===== src/rtl/core_apb_bridge_pkg.sv =====
// Shared types and constants for the core-to-APB bridge.
package core_apb_bridge_pkg;

  typedef enum logic [1:0] {
    IDLE   = 2'd0,
    SETUP  = 2'd1,
    ACCESS = 2'd2,
    RESP   = 2'd3
  } state_e;

  // Read data returned when a transfer is killed by the PREADY timeout.
  localparam logic [31:0] TIMEOUT_ERR_RDATA = 32'h0;

  // Counter must be able to hold the value TIMEOUT_CYCLES itself.
  function automatic int cnt_width(input int timeout_cycles);
    return $clog2(timeout_cycles + 1);
  endfunction

endpackage


===== src/rtl/core_apb_bridge.sv =====
// Core data-bus (req/gnt/rvalid) to APB3 master bridge, one transfer in flight,
// with a PREADY timeout that terminates hung transfers with an error response.
module core_apb_bridge
  import core_apb_bridge_pkg::*;
#(
  parameter int APB_ADDR_WIDTH = 32,
  parameter int APB_DATA_WIDTH = 32,
  parameter int TIMEOUT_CYCLES = 255
) (
  input  logic                      clk_i,
  input  logic                      rst_ni,
  input  logic                      data_req_i,
  output logic                      data_gnt_o,
  input  logic                      data_we_i,
  input  logic [3:0]                data_be_i,
  input  logic [APB_ADDR_WIDTH-1:0] data_addr_i,
  input  logic [APB_DATA_WIDTH-1:0] data_wdata_i,
  output logic                      data_rvalid_o,
  output logic [APB_DATA_WIDTH-1:0] data_rdata_o,
  output logic                      data_err_o,
  output logic [APB_ADDR_WIDTH-1:0] paddr_o,
  output logic [APB_DATA_WIDTH-1:0] pwdata_o,
  output logic                      pwrite_o,
  output logic [3:0]                pstrb_o,
  output logic                      psel_o,
  output logic                      penable_o,
  input  logic [APB_DATA_WIDTH-1:0] prdata_i,
  input  logic                      pready_i,
  input  logic                      pslverr_i
);

  localparam int              CW       = cnt_width(TIMEOUT_CYCLES);
  localparam logic [CW-1:0]   TO_LIMIT = CW'(TIMEOUT_CYCLES);

  state_e                    state_q, state_d;
  logic [CW-1:0]             cnt_q, cnt_d, cnt_inc;
  logic [APB_ADDR_WIDTH-1:0] paddr_q, paddr_d;
  logic [APB_DATA_WIDTH-1:0] pwdata_q, pwdata_d;
  logic                      pwrite_q, pwrite_d;
  logic [3:0]                pstrb_q, pstrb_d;
  logic                      psel_q, psel_d;
  logic                      penable_q, penable_d;
  logic                      rvalid_q, rvalid_d;
  logic [APB_DATA_WIDTH-1:0] rdata_q, rdata_d;
  logic                      err_q, err_d;
  logic                      gnt;

  // Accept a new request whenever no transfer is on the APB side.
  assign gnt     = data_req_i & ((state_q == IDLE) | (state_q == RESP));
  assign cnt_inc = cnt_q + CW'(1);

  // Next-state, request capture, response capture and timeout counting.
  always_comb begin
    state_d  = state_q;
    cnt_d    = cnt_q;
    paddr_d  = paddr_q;
    pwdata_d = pwdata_q;
    pwrite_d = pwrite_q;
    pstrb_d  = pstrb_q;
    rdata_d  = rdata_q;
    err_d    = err_q;
    case (state_q)
      IDLE, RESP: begin
        if (gnt) begin
          state_d  = SETUP;
          paddr_d  = data_addr_i;
          pwdata_d = data_wdata_i;
          pwrite_d = data_we_i;
          pstrb_d  = data_we_i ? data_be_i : 4'b0000;
        end else begin
          state_d  = IDLE;
        end
      end
      SETUP: begin
        state_d = ACCESS;
        cnt_d   = '0;
      end
      ACCESS: begin
        // A ready on the expiry cycle still counts as a normal completion.
        if (pready_i) begin
          state_d = RESP;
          rdata_d = pwrite_q ? '0 : prdata_i;
          err_d   = pslverr_i;
        end else begin
          cnt_d = cnt_inc;
          if (cnt_inc == TO_LIMIT) begin
            state_d = RESP;
            rdata_d = TIMEOUT_ERR_RDATA;
            err_d   = 1'b1;
          end
        end
      end
      default: state_d = IDLE;
    endcase
    psel_d    = (state_d == SETUP) | (state_d == ACCESS);
    penable_d = (state_d == ACCESS);
    rvalid_d  = (state_d == RESP);
  end

  // State and registered outputs; reset abandons any transfer in flight.
  always_ff @(posedge clk_i) begin
    if (!rst_ni) begin
      state_q   <= IDLE;
      cnt_q     <= '0;
      paddr_q   <= '0;
      pwdata_q  <= '0;
      pwrite_q  <= 1'b0;
      pstrb_q   <= 4'b0000;
      psel_q    <= 1'b0;
      penable_q <= 1'b0;
      rvalid_q  <= 1'b0;
      rdata_q   <= '0;
      err_q     <= 1'b0;
    end else begin
      state_q   <= state_d;
      cnt_q     <= cnt_d;
      paddr_q   <= paddr_d;
      pwdata_q  <= pwdata_d;
      pwrite_q  <= pwrite_d;
      pstrb_q   <= pstrb_d;
      psel_q    <= psel_d;
      penable_q <= penable_d;
      rvalid_q  <= rvalid_d;
      rdata_q   <= rdata_d;
      err_q     <= err_d;
    end
  end

  assign data_gnt_o    = gnt;
  assign data_rvalid_o = rvalid_q;
  assign data_rdata_o  = rdata_q;
  assign data_err_o    = err_q;
  assign paddr_o       = paddr_q;
  assign pwdata_o      = pwdata_q;
  assign pwrite_o      = pwrite_q;
  assign pstrb_o       = pstrb_q;
  assign psel_o        = psel_q;
  assign penable_o     = penable_q;

endmodule


===== config.mk =====
export PLATFORM = sky130hd
export DESIGN_NAME = core_apb_bridge
export DESIGN_NICKNAME = d
export VERILOG_FILES = /design/src/rtl/core_apb_bridge_pkg.sv /design/src/rtl/core_apb_bridge.sv
export SDC_FILE = /design/constraint.sdc
export NUM_CORES = 1
export LEC_CHECK = 0
export BUFFER_PORTS_ARGS = -buffer_cell sky130_fd_sc_hd__buf_2
export CORE_MARGIN = 1
export CORE_UTILIZATION = 48
export CTS_CLUSTER_DIAMETER = 100
export DETAILED_ROUTE_END_ITERATION = 10
export PLACE_DENSITY = 0.84
export SETUP_SLACK_MARGIN = 0.02
export SLEW_MARGIN = 20
export SYNTH_ARGS = -nofsm -noshare
export SYNTH_HDL_FRONTEND = slang
export SYNTH_SLANG_ARGS = --single-unit

===== constraint.sdc =====
create_clock -name clk_i -period 5.5 [get_ports clk_i]
set_clock_uncertainty 0.05 [all_clocks]
set_input_delay 0.825 -clock clk_i [delete_from_list [all_inputs] [get_ports clk_i]]
set_output_delay 0.825 -clock clk_i [all_outputs]
set_load 0.005 [all_outputs]

==> results.md <==
CTS:
- The count of buffers added by post-CTS timing repair for setup is 0.
- The cell sitting at the root of the clock tree is a sky130_fd_sc_hd__clkbuf_8.
- The post-cts resize count is 0.
- The total of hold buffers inserted after clock tree synthesis is 0.
- The clock sink total is 115.
- The number of buffers on the longest clock path is 2.
- The TritonCTS clock tree is built.
- The number of buffers added by the clock tree synthesis step is 17.
- The CTS clock-pin slew for the worst setup and hold paths is 60 ps.
- The deepest level of the CTS H-tree is 4.
- The clock reaches the later pin of the worst-skew pair after 500 ps.

Flow run:
- The number of max-capacitance violations reported is 0.

Yosys:
- The biggest area contributor in the post-synthesis netlist is sky130_fd_sc_hd__dfxtp_1.
- The number of nets handed over by synthesis was 578.
- The synthesized area is 4150 µm².
- The sequential cell area fraction in the yosys report is 0.555.
- The most common cell in the synthesized netlist is sky130_fd_sc_hd__nand2_1.
- The number of flip-flops and latches in the synthesized netlist is 115.
- The commonest cells after synthesis are sky130_fd_sc_hd__nand2_1, sky130_fd_sc_hd__dfxtp_1, sky130_fd_sc_hd__a21oi_1, sky130_fd_sc_hd__a22o_1, sky130_fd_sc_hd__clkbuf_1.
- In this run, synthesis inferred 0 flip-flops with an integrated enable.
- The number of warning messages in the yosys log is 0.
- Yosys mapped the design onto 41 distinct sky130hd cell types.
- By area the synthesized netlist is led by sky130_fd_sc_hd__dfxtp_1, sky130_fd_sc_hd__nand2_1, sky130_fd_sc_hd__a21oi_1.
- The share of the synthesized area in the top cell type is 0.555.
- Counting flops with an async set or reset pin after synthesis yields a share of 0.
- A synthesized cell averages 8.90 µm².
- The most common flop cell mapped by yosys is sky130_fd_sc_hd__dfxtp_1.
- Counting every instance in the synthesized netlist gives 466.

Floorplanning:
- In this run the core area contains 33 standard-cell rows.
- The die span in y is 94.9 µm.
- The starting density of the core is 0.500.
- The floorplan core area is 8300 µm².
- The area of the die is 9010 µm².
- The die is 94.9 µm wide.
- Pin placement for this block handled 212 I/O pins.

STA:
- The share of the clock period used by the worst path is 0.596.
- The sum of negative setup slack is 0 ps.
- The total count of max-transition violations in the final report is 0.
- The slew at the pin with the worst max-slew slack is 870 ps.
- The tightest slew margin relative to the limit is 0.419.
- For the finished layout, the period the worst path requires is 3280 ps.
- Derived from the worst setup path, the maximum achievable clock frequency is 305 MHz.
- The final hold violation count was 0.
- Setup repair after global routing left no endpoint under its margin.
- Setup violations remaining at the end of the flow were counted as 0.

Global routing:
- The via count of the first global-routing pass is 3760.
- For this run, the total global-route usage over all layers was measured as 0.231.
- The first-pass GRT wire length is 16100 µm.
- The number of antenna violations at the first check in global routing is 0.
- The total overflow reported by the global router is 0.
- The maximum number of pins on one net before global-route repair is 72.

Detailed routing:
- The detailed router placed 4030 vias in this run.
- The number of vias per cell after detailed routing is 5.12.
- The first detailed-routing pass took 6 iterations.
- The number of remaining DRC errors is 0.
- The sum of routed wire length over all layers is 10700 µm.
- After detailed routing, the average wire length per cell comes to 13.6 µm.
- The count of nets left with antenna violations once routing finished came out at 0.
- The iteration-0 DRC count of the detailed router is 161.

Power and ir drop:
- The leakage power figure is 2.78 nW.
- Dividing total power by cell area gives a power density of 385 nW/µm².
- IR analysis of the VDD net gives a maximum drop of 0.264 mV.

Place:
- At the end of routability-driven placement, the weighted congestion stood at 0.837.
- Buffers placed on the I/O ports in this run total 211.
- The total cell area at the placement stage is 5240 µm².
- The detailed placer's ending HPWL is 7380 µm.

Finish:
- The signed area change from the synthesized netlist to the final layout is 39.9%.
- The antenna diode count is 0.
- The net count of the finished layout is 782.
- Of the cells placed in the final design, the portion with a size suffix greater than 1 is 0.375.
- After routing the design area is 5800 µm².

Setup path:
- Walking the worst path, the cells encountered are inv_1 -> ha_1 -> nand2_2 -> clkinv_2 -> buf_2.
- The register-to-register setup slack is 2630 ps.
- The cell family contributing the most delay on the critical path is buffers and inverters.
- Counting both buffers and inverters, the worst setup path holds a total of 3.
- The endpoint kind of the worst setup timing path is an output pin.
- The biggest fanout along the worst timing path is 71.
- Among all stages on the critical path, the largest delay is contributed by sky130_fd_sc_hd__clkinv_2.
- Data on the critical path arrives at its endpoint at 2410 ps.
- The delay of the slowest cell on the worst path is 660 ps.
- The setup path with the least slack is of type reg2out.
- The startpoint type of the worst setup path is a register.
- The required time at the endpoint of the critical path is 4620 ps.

Hold path:
- The worst hold path belongs to the class reg2reg.

Outcome:
- The flow ran to the end, and the final reports show no timing, DRC or antenna violations.
## routing by layer
metal  global-route usage  part of all wire  vias to the layer above
met5                    0                 0                        -
met4               0.0997             0.011                        0
met3               0.0950             0.093                       14
met2                0.394              0.48                      170
met1                0.250              0.42                     1851
li1                     -                 -                     1995
## through the flow
| step | setup WS (ps) | hold WS, ps | util | power, mW | instances |
|---|---|---|---|---|---|
| 2_1_floorplan | 3280 | 398 | - | 1.09 | 466 |
| 3_3_place_gp | 2620 | 388 | 0.631 | 1.21 | 756 |
| 3_5_place_dp | 2620 | 393 | 0.631 | 1.22 | 756 |
| 4_1_cts | 2190 | 401 | 0.699 | 2.25 | 787 |
| 5_1_grt | 2020 | 420 | 0.699 | 2.33 | 787 |
| 6_report | 2220 | 399 | 0.699 | 2.23 | 787 |
## registers in the layout, indices dropped and copies added (netlist names)
register,flops
penable_o,1
pwrite_o,1
data_rvalid_o,1
psel_o,1
pstrb_o,4
pwdata_o,32
state_q,2
paddr_o,32
data_err_o,1
data_rdata_o,32
cnt_q,8
## path summary, 6_finish.rpt
check               from            end  cells past startpoint
max reg2reg   state_q[0]  data_rvalid_o                      8
min reg2reg  pwdata_o[5]    pwdata_o[5]                      2
min          pwdata_o[5]    pwdata_o[5]                      2
max           state_q[0]     data_gnt_o                      5
## worst register-to-register path, delay by kind of cell, from the launching register on
| family | cells | cell delay [ps] |
|---|---|---|
| buffers and inverters | 2 | 710 |
| AND/OR/NAND/NOR | 3 | 910 |
| AO/OA/AOI/OAI | 1 | 210 |
| flip-flops | 1 | 340 |
| adder cells (fa/ha/maj) | 2 | 530 |
## placed cells by master, fill, tap and decap left out, drive strengths merged
cell        n
clkinvlp    3
clkbuf     19
o21ai      12
or2         1
nor3b       1
or2b        1
nand4b      1
o31ai       1
clkinv      6
and3        1
o31a        2
ha          6
inv         8
o211a       1
a21oi      75
nand2b      3
or3         1
o21a        1
a311oi      2
a22o       32
o211ai      1
bufinv      2
dfxtp     115
o221a       1
nor2b       1
xor2        1
a211oi      1
a31oi       2
nand3b      2
nor2        7
nand2     139
nor4b       1
nand3       6
and2        6
o2111ai     1
buf       215
nand4       1
nor3        2
a21o        1
## final cells by class
type | count | area [µm²]
clock buffers | 19 | 432
clock inverters | 12 | 133
fillers | 649 | 2500
inverters | 7 | 27.5
multi-input cells | 314 | 1690
flip-flops and latches | 115 | 2300
well taps | 105 | 131
repair buffers | 215 | 1090
## kinds of logic after synthesis
| kind of cell | after synthesis | synth area share |
|---|---|---|
| buffers and inverters | 37 | 0.0389 |
| AND/OR/NAND/NOR | 174 | 0.178 |
| XOR/XNOR | 1 | 0.00211 |
| flip-flops | 115 | 0.555 |
| AO/OA/AOI/OAI | 133 | 0.207 |
| adder cells (fa/ha/maj) | 6 | 0.0181 |
## power breakdown
| group | internal (mW) | switching (mW) | total [mW] | leakage [nW] |
|---|---|---|---|---|
| logic | 0.119 | 0.161 | 0.280 | 1.57 |
| registers | 0.894 | 0.0286 | 0.923 | 0.939 |
| clock network | 0.654 | 0.376 | 1.03 | 0.270 |
Note: power is estimated with default switching activity, not from simulation.
